[src/rtl/aes_core_serial_top.sv]
// aes_core_serial_top
//   Column-serial AES-128 core (FIPS-197). A 32-bit column passes through
//   four shared S-boxes each cycle. Round keys are derived on the fly, so
//   only the current round key is stored.
//
//   Optional feature macro: AES_SERIAL_DECRYPT_EN
//     defined   : enc_dec selects encrypt (1) or decrypt (0).
//     undefined : inverse S-box, InvMixColumns and KEYPRE are absent.
//                 enc_dec is ignored and every operation encrypts.
//
//   Ports
//     clk        rising-edge clock
//     rst        synchronous active-high reset
//     start      request, sampled only while ready=1
//     enc_dec    1=encrypt, 0=decrypt, sampled with start
//     data_in    input block, byte 0 = bits [127:120]
//     key_in     AES-128 cipher key (original key for both directions)
//     data_out   registered result, same byte order as data_in
//     ready      1=idle (data_out valid or reset value), 0=busy
//     dbg_state  current FSM state (IDLE=0, KEYPRE=1, ROUND=2, DONE=3)
//
//   Handshake: a request is taken on an edge where ready=1 and start=1.
//   ready then stays 0 until the edge that publishes data_out. While ready=0,
//   start and every other input are ignored.
//
//   Latency (start edge = edge 0): ready rises at edge 52 for encrypt and at
//   edge 62 for decrypt.
//     edge 0        load. Encrypt also applies the initial AddRoundKey here.
//     edges 1-10    KEYPRE (decrypt only): forward expansion up to round key 10
//     next 50 edges ROUND: 10 rounds of 5 cycles
//     next 2 edges  DONE: the second DONE edge publishes data_out and ready
module aes_core_serial_top (
  input  logic         clk,
  input  logic         rst,
  input  logic         start,
  input  logic         enc_dec,
  input  logic [127:0] data_in,
  input  logic [127:0] key_in,
  output logic [127:0] data_out,
  output logic         ready,
  output logic [1:0]   dbg_state
);

  typedef enum logic [1:0] {
    IDLE   = 2'd0,
    KEYPRE = 2'd1,
    ROUND  = 2'd2,
    DONE   = 2'd3
  } state_t;

  // ---------------------------------------------------------------------
  // GF(2^8) arithmetic
  // ---------------------------------------------------------------------
  function automatic logic [7:0] xtime(input logic [7:0] b);
    return {b[6:0], 1'b0} ^ (b[7] ? 8'h1b : 8'h00);
  endfunction

  function automatic logic [7:0] gmul(input logic [7:0] a, input logic [7:0] b);
    logic [7:0] p;
    logic [7:0] x;
    p = 8'h00;
    x = a;
    for (int i = 0; i < 8; i++) begin
      if (b[i]) p = p ^ x;
      x = xtime(x);
    end
    return p;
  endfunction

  // Multiplicative inverse as a^254. The addition chain is
  // 2, 3, 6, 12, 15, 30, 60, 120, 240, 252, 254. The inverse of 0 comes out as 0.
  function automatic logic [7:0] ginv(input logic [7:0] a);
    logic [7:0] x2, x3, x6, x12, x15, x30, x60, x120, x240, x252;
    x2   = gmul(a, a);
    x3   = gmul(x2, a);
    x6   = gmul(x3, x3);
    x12  = gmul(x6, x6);
    x15  = gmul(x12, x3);
    x30  = gmul(x15, x15);
    x60  = gmul(x30, x30);
    x120 = gmul(x60, x60);
    x240 = gmul(x120, x120);
    x252 = gmul(x240, x12);
    return gmul(x252, x2);
  endfunction

  function automatic logic [7:0] affine(input logic [7:0] b);
    return b ^ {b[6:0], b[7]} ^ {b[5:0], b[7:6]} ^ {b[4:0], b[7:5]} ^
           {b[3:0], b[7:4]} ^ 8'h63;
  endfunction

`ifdef AES_SERIAL_DECRYPT_EN
  function automatic logic [7:0] inv_affine(input logic [7:0] b);
    return {b[6:0], b[7]} ^ {b[4:0], b[7:5]} ^ {b[1:0], b[7:2]} ^ 8'h05;
  endfunction

  // One S-box lane. The GF inverse is shared between both directions and
  // only the affine step moves around it.
  function automatic logic [7:0] sbox(input logic [7:0] x, input logic inv);
    logic [7:0] g;
    g = ginv(inv ? inv_affine(x) : x);
    return inv ? g : affine(g);
  endfunction
`else
  function automatic logic [7:0] sbox(input logic [7:0] x);
    return affine(ginv(x));
  endfunction
`endif

  // ---------------------------------------------------------------------
  // Block-level transforms. Byte k of a block is bits [127-8k -: 8], and
  // byte k sits in row k%4 and column k/4.
  // ---------------------------------------------------------------------
  function automatic logic [127:0] shift_rows(input logic [127:0] s, input logic inv);
    logic [127:0] o;
    int src;
    o = '0;
    for (int c = 0; c < 4; c++) begin
      for (int r = 0; r < 4; r++) begin
        src = inv ? ((c - r + 4) % 4) : ((c + r) % 4);
        o[127 - 8 * (r + 4 * c) -: 8] = s[127 - 8 * (r + 4 * src) -: 8];
      end
    end
    return o;
  endfunction

  function automatic logic [31:0] mix_col(input logic [31:0] c);
    logic [7:0] a0, a1, a2, a3;
    {a0, a1, a2, a3} = c;
    return {xtime(a0) ^ xtime(a1) ^ a1 ^ a2 ^ a3,
            a0 ^ xtime(a1) ^ xtime(a2) ^ a2 ^ a3,
            a0 ^ a1 ^ xtime(a2) ^ xtime(a3) ^ a3,
            xtime(a0) ^ a0 ^ a1 ^ a2 ^ xtime(a3)};
  endfunction

  function automatic logic [127:0] mix_cols(input logic [127:0] s);
    logic [127:0] o;
    for (int c = 0; c < 4; c++) o[127 - 32 * c -: 32] = mix_col(s[127 - 32 * c -: 32]);
    return o;
  endfunction

`ifdef AES_SERIAL_DECRYPT_EN
  function automatic logic [31:0] inv_mix_col(input logic [31:0] c);
    logic [7:0] a0, a1, a2, a3;
    {a0, a1, a2, a3} = c;
    return {gmul(a0, 8'h0e) ^ gmul(a1, 8'h0b) ^ gmul(a2, 8'h0d) ^ gmul(a3, 8'h09),
            gmul(a0, 8'h09) ^ gmul(a1, 8'h0e) ^ gmul(a2, 8'h0b) ^ gmul(a3, 8'h0d),
            gmul(a0, 8'h0d) ^ gmul(a1, 8'h09) ^ gmul(a2, 8'h0e) ^ gmul(a3, 8'h0b),
            gmul(a0, 8'h0b) ^ gmul(a1, 8'h0d) ^ gmul(a2, 8'h09) ^ gmul(a3, 8'h0e)};
  endfunction

  function automatic logic [127:0] inv_mix_cols(input logic [127:0] s);
    logic [127:0] o;
    for (int c = 0; c < 4; c++) o[127 - 32 * c -: 32] = inv_mix_col(s[127 - 32 * c -: 32]);
    return o;
  endfunction
`endif

  function automatic logic [7:0] rcon(input logic [3:0] idx);
    logic [7:0] r;
    case (idx)
      4'd1:    r = 8'h01;
      4'd2:    r = 8'h02;
      4'd3:    r = 8'h04;
      4'd4:    r = 8'h08;
      4'd5:    r = 8'h10;
      4'd6:    r = 8'h20;
      4'd7:    r = 8'h40;
      4'd8:    r = 8'h80;
      4'd9:    r = 8'h1b;
      4'd10:   r = 8'h36;
      default: r = 8'h00;
    endcase
    return r;
  endfunction

  // ---------------------------------------------------------------------
  // State
  // ---------------------------------------------------------------------
  state_t       fsm, fsm_n;
  logic [2:0]   phase, phase_n;    // 0-3 column substitution, 4 round combine
  logic [3:0]   rnd, rnd_n;        // round (or KEYPRE step) number, 1..10
  logic [127:0] st, st_n;          // cipher state
  logic [127:0] rk, rk_n;          // current round key
  logic [127:0] dout_n;
`ifdef AES_SERIAL_DECRYPT_EN
  logic         dec, dec_n;        // operation in progress is a decrypt
`else
  logic         unused_enc_dec;
  assign unused_enc_dec = enc_dec;
`endif

  assign ready     = (fsm == IDLE);
  assign dbg_state = fsm;

  // ---------------------------------------------------------------------
  // Datapath: shared S-boxes, key step, round combine
  // ---------------------------------------------------------------------
  logic [31:0]  w0, w1, w2, w3, kw, col, sb_in, sb_out, t_word;
  logic [31:0]  n0, n1, n2, n3;
  logic [3:0]   rc_idx;
  logic [127:0] key_fwd, round_enc;
  logic         col_phase;
`ifdef AES_SERIAL_DECRYPT_EN
  logic         sb_inv;
  logic [127:0] key_bwd, round_dec;
`endif

  always_comb begin : datapath
    {w0, w1, w2, w3} = rk;
    col_phase = (fsm == ROUND) && (phase != 3'd4);
    case (phase[1:0])
      2'd0:    col = st[127:96];
      2'd1:    col = st[95:64];
      2'd2:    col = st[63:32];
      default: col = st[31:0];
    endcase

    // Key word that feeds SubWord(RotWord). Going backward, the previous
    // key's last word is w3^w2, and the Rcon index counts down from 10.
    kw     = w3;
    rc_idx = rnd;
`ifdef AES_SERIAL_DECRYPT_EN
    sb_inv = dec && col_phase;
    if (dec && fsm == ROUND) begin
      kw     = w3 ^ w2;
      rc_idx = 4'd11 - rnd;
    end
`endif

    // Substitution cycles take the state column. All other cycles lend the
    // S-boxes to the key schedule.
    sb_in = col_phase ? col : {kw[23:0], kw[31:24]};
    for (int i = 0; i < 4; i++) begin
`ifdef AES_SERIAL_DECRYPT_EN
      sb_out[31 - 8 * i -: 8] = sbox(sb_in[31 - 8 * i -: 8], sb_inv);
`else
      sb_out[31 - 8 * i -: 8] = sbox(sb_in[31 - 8 * i -: 8]);
`endif
    end
    t_word = sb_out ^ {rcon(rc_idx), 24'h000000};

    n0      = w0 ^ t_word;
    n1      = w1 ^ n0;
    n2      = w2 ^ n1;
    n3      = w3 ^ n2;
    key_fwd = {n0, n1, n2, n3};

    // SubBytes has already run column by column, and it commutes with
    // ShiftRows. The final round skips MixColumns.
    round_enc = shift_rows(st, 1'b0);
    if (rnd != 4'd10) round_enc = mix_cols(round_enc);
    round_enc = round_enc ^ key_fwd;

`ifdef AES_SERIAL_DECRYPT_EN
    key_bwd   = {w0 ^ t_word, w1 ^ w0, w2 ^ w1, w3 ^ w2};
    round_dec = shift_rows(st, 1'b1) ^ key_bwd;
    if (rnd != 4'd10) round_dec = inv_mix_cols(round_dec);
`endif
  end

  // ---------------------------------------------------------------------
  // FSM: next state and next register values
  // ---------------------------------------------------------------------
  always_comb begin : next_state
    fsm_n   = fsm;
    phase_n = phase;
    rnd_n   = rnd;
    st_n    = st;
    rk_n    = rk;
    dout_n  = data_out;
`ifdef AES_SERIAL_DECRYPT_EN
    dec_n   = dec;
`endif
    case (fsm)
      IDLE: begin
        if (start) begin
          rk_n    = key_in;
          rnd_n   = 4'd1;
          phase_n = 3'd0;
`ifdef AES_SERIAL_DECRYPT_EN
          dec_n = ~enc_dec;
          if (!enc_dec) begin
            // The initial AddRoundKey needs round key 10, which is not yet known.
            st_n  = data_in;
            fsm_n = KEYPRE;
          end else begin
            st_n  = data_in ^ key_in;
            fsm_n = ROUND;
          end
`else
          st_n  = data_in ^ key_in;
          fsm_n = ROUND;
`endif
        end
      end
`ifdef AES_SERIAL_DECRYPT_EN
      KEYPRE: begin
        rk_n  = key_fwd;
        rnd_n = rnd + 4'd1;
        if (rnd == 4'd10) begin
          st_n    = st ^ key_fwd;
          rnd_n   = 4'd1;
          phase_n = 3'd0;
          fsm_n   = ROUND;
        end
      end
`endif
      ROUND: begin
        if (phase != 3'd4) begin
          case (phase[1:0])
            2'd0:    st_n[127:96] = sb_out;
            2'd1:    st_n[95:64]  = sb_out;
            2'd2:    st_n[63:32]  = sb_out;
            default: st_n[31:0]   = sb_out;
          endcase
          phase_n = phase + 3'd1;
        end else begin
          phase_n = 3'd0;
          rnd_n   = rnd + 4'd1;
`ifdef AES_SERIAL_DECRYPT_EN
          if (dec) begin
            st_n = round_dec;
            rk_n = key_bwd;
          end else
`endif
          begin
            st_n = round_enc;
            rk_n = key_fwd;
          end
          if (rnd == 4'd10) begin
            rnd_n = 4'd0;
            fsm_n = DONE;
          end
        end
      end
      DONE: begin
        // DONE spans two cycles, so completion lands on a fixed edge for
        // both directions. The second DONE edge publishes the result.
        if (phase == 3'd0) begin
          phase_n = 3'd1;
        end else begin
          dout_n  = st;
          phase_n = 3'd0;
          fsm_n   = IDLE;
        end
      end
      default: fsm_n = IDLE;
    endcase
  end

  always_ff @(posedge clk) begin
    if (rst) begin
      fsm      <= IDLE;
      phase    <= 3'd0;
      rnd      <= 4'd0;
      st       <= '0;
      rk       <= '0;
      data_out <= '0;
`ifdef AES_SERIAL_DECRYPT_EN
      dec      <= 1'b0;
`endif
    end else begin
      fsm      <= fsm_n;
      phase    <= phase_n;
      rnd      <= rnd_n;
      st       <= st_n;
      rk       <= rk_n;
      data_out <= dout_n;
`ifdef AES_SERIAL_DECRYPT_EN
      dec      <= dec_n;
`endif
    end
  end

endmodule

[config.mk]
export PLATFORM = sky130hd
export DESIGN_NAME = aes_core_serial_top
export DESIGN_NICKNAME = d
export VERILOG_FILES = /design/src/rtl/aes_core_serial_top.sv
export SDC_FILE = /design/constraint.sdc
export NUM_CORES = 2
export LEC_CHECK = 0
export CORE_MARGIN = 2
export CORE_UTILIZATION = 30
export DETAILED_ROUTE_END_ITERATION = 16
export PLACE_DENSITY = 0.49
export SLEW_MARGIN = 20
export SYNTH_ARGS = -nofsm -noshare
export SYNTH_HDL_FRONTEND = slang
export SYNTH_SLANG_ARGS = --single-unit
[constraint.sdc]
create_clock -name clk -period 31.3 [get_ports clk]
set_clock_uncertainty 0.1 [all_clocks]
set_input_delay 6.26 -clock clk [delete_from_list [all_inputs] [get_ports clk]]
set_output_delay 6.26 -clock clk [all_outputs]
set_load 0.005 [all_outputs]
==> flow_summary.toml <==
[run_status]
run_status = "complete, no violations"

[finish]
fin_util_pct = 33.8
layout-drive-gt1-share_pct = 6.94
final_area_mm2 = 0.0843
nets = 10179
fillerInstances = 26384
syn_to_final_growth_pct = 12.0

[min_path]
whs_path_depth = 2
worstHoldPathType = "reg -> reg"

[global_routing]
grt_overflow = 0
use_met1_pct = 32.9
grtUsageMet2_pct = 37.7
grt_pass1_wl_um = 477000
antenna_found_initial = 16
grt_usage_pct = 24.5
grt_pass1_vias = 68728
gr-usage-met3_pct = 3.96
grt_max_degree = 158
top_usage_layer = "met2"

[routing]
drt-vias-per-instance = 5.54
drc_errors = 0
antenna_left = 0
dr.pass1.iters = 7
wl_um = 329000
initialDrtViolationCount = 7667
routedWlPerCell_um = 24.8
num_vias = 73460

[run]
maxCapViolations = 0

[placed_design]
pre_cts_ws_ns = 2.86
port_buffers = 389
place_area_mm2 = 0.0824
gp_congestion = 0.997
dp_hpwl_um = 250000

[logic_synthesis]
synth_warnings = 0
seq_area_frac_synth_pct = 10.7
async_reset_ff_share_pct = 0
synth_flop_cell = "dfxtp_1"
avgSynthCellArea_um2 = 7.57
yosys.cell_types.count = 120
ys_ff_latch = 401
synth_compound_area_share_pct = 18.7
syn-num-nets = 10239
synth_xor_area_share_pct = 42.9
synth_edf_count = 0
synth_top_family_by_area = "XOR/XNOR gates"
synthAdderAreaFrac_pct = 0.645
synth-simple-area-share_pct = 18.5
synth_area_mm2 = 0.0753
syn_inst = 9941
synth_mux_area_share_pct = 3.57

[clocking]
clk_pin_slew_ns = 0.06
clock_tree.buffer_depth = 3
clk_latency_ns = 0.72
ctsResizeCount = 0
cts.sinks = 401
clock-root-buffer = "clkbuf_16"
cts_tree = "done"
cts_max_level = 2
ctsHoldBuffers = 0
cts_buffers = 52
postCtsSetupRepairBufs = 0

[timing]
finalCriticalPeriod_ns = 28.49
worst_slack_ns = 2.81
finalSetupTns_ns = 0
report.final.slew_viol_count = 0
tightest_slew_ns = 1.33
fmax_mhz = 35.1
timing.final.hold_violations = 0
period_share_pct = 91.0
setup_viol = 0
max_slew_margin_pct = 10.2
rsz0062_at_grt = "false"

[die]
fp.dieW_um = 505
rows = 183
io_pins = 391
start_util_pct = 30.2
die_h_um = 505
core_mm2 = 0.249
design.die.area_mm2 = 0.255

[setup_path]
endpoint_kind = "flip-flop"
rr_worst_depth = 80
critPathBufInv = 14
start_kind = "flip-flop"
crit_family = "XOR/XNOR gates"
cp_data_arrival_time_ns = 29.00
critPathKind = "reg -> reg"
cp.depth = 80
critPathMaxFanout = 27
slowest_delay_ns = 0.98
worstPathRequired_ns = 31.81
crit_top_cell = "xnor2_1"
slowest_stage = "xnor2_1"
## flip-flops by register name, indices dropped and copies added (netlist names), named ones only
register,cells
data_out,128
rc_idx,4
rk,128
dbg_state,2
phase,3
st,128
## per-stage QoR
step | std cells | hold WS, ns
floorplan | 9941 | 0.344
global placement | 13155 | 0.349
detailed placement | 13155 | 0.349
CTS | 13249 | 0.357
global route | 13252 | 0.373
finish | 13254 | 0.354
## layer usage
| metal | share of wire (%) | vias to the layer above |
|---|---|---|
| met5 | 0.036 | - |
| met4 | 6.1 | 16 |
| met3 | 8.6 | 536 |
| met2 | 43 | 3253 |
| met1 | 42 | 35642 |
| li1 | - | 34013 |
## worst reg2reg max path: cells and delay by family (launching register included)
kind,cells,cell delay [ns]
AO/OA/AOI/OAI,7,1.73
XOR/XNOR,35,14.14
adder cells (fa/ha/maj),8,3.43
buffers and inverters,14,4.47
flip-flops,1,0.35
multiplexers,2,0.49
AND/OR/NAND/NOR,14,3.67
## Yosys cell counts, types with 38 or more instances
master / n / area [µm²]
nand2_1: 1237 / 4640
xor2_1: 616 / 5400
a221oi_1: 51 / 447
inv_1: 103 / 387
o21ai_0: 442 / 2210
nor2_1: 1083 / 4070
nor3_1: 230 / 1150
mux2_2: 41 / 462
a211oi_1: 72 / 541
a22o_1: 41 / 359
xnor2_1: 1892 / 16600
o21ai_1: 52 / 260
xnor3_1: 304 / 6850
xnor2_2: 71 / 1150
buf_1: 40 / 150
o211ai_1: 85 / 638
and3_1: 40 / 250
nand3_1: 203 / 1020
a22oi_1: 56 / 420
dfxtp_1: 401 / 8030
nor2b_1: 72 / 450
or3_1: 44 / 275
clkbuf_1: 575 / 2160
nand2b_1: 58 / 363
buf_2: 130 / 651
and2_1: 49 / 307
o22ai_1: 90 / 563
mux2i_1: 207 / 2070
xor3_1: 44 / 1050
a31oi_1: 65 / 407
ha_1: 38 / 475
a21oi_1: 636 / 3180
a222oi_1: 40 / 400
## area by class of cell
cell class	count	area, µm²	area share (%)
clock buffers	71	1520	1.81
inverters	131	492	0.583
multi-input cells	8630	63800	75.7
repair buffers	665	6020	7.14
clock inverters	23	248	0.294
well taps	3330	4170	4.94
diodes	3	7.51	0.00890
flip-flops and latches	401	8030	9.52
## path summary, 6_finish.rpt
check,from,endpoint,slack [ns]
setup / recovery,phase[0],rk[58],2.81
hold / removal,data_out[124],data_out[124],0.35
setup reg to reg,phase[0],rk[58],2.81
hold reg to reg,data_out[124],data_out[124],0.35
## cells in the final DEF, fill, tap and decap left out, drive strengths merged, types with 232 or more instances in the layout
cell	synthesis	routed
dfxtp	401	401
xnor2	1974	1974
buf	204	275
o21ai	495	495
nand2	1238	1238
nor3	232	232
xor2	644	644
xnor3	321	321
clkdlybuf4s50	0	388
a21oi	636	636
nor2	1093	1093
## cell families after synthesis
group,after synthesis
buf+inv,910
mux,257
compound gates,2134
simple gates,3213
xor+xnor,2987
flops,401
fa+ha+maj,39
Power is not shown: default switching activity piles up to over one toggle a cycle in this logic, so the estimate is an artifact.
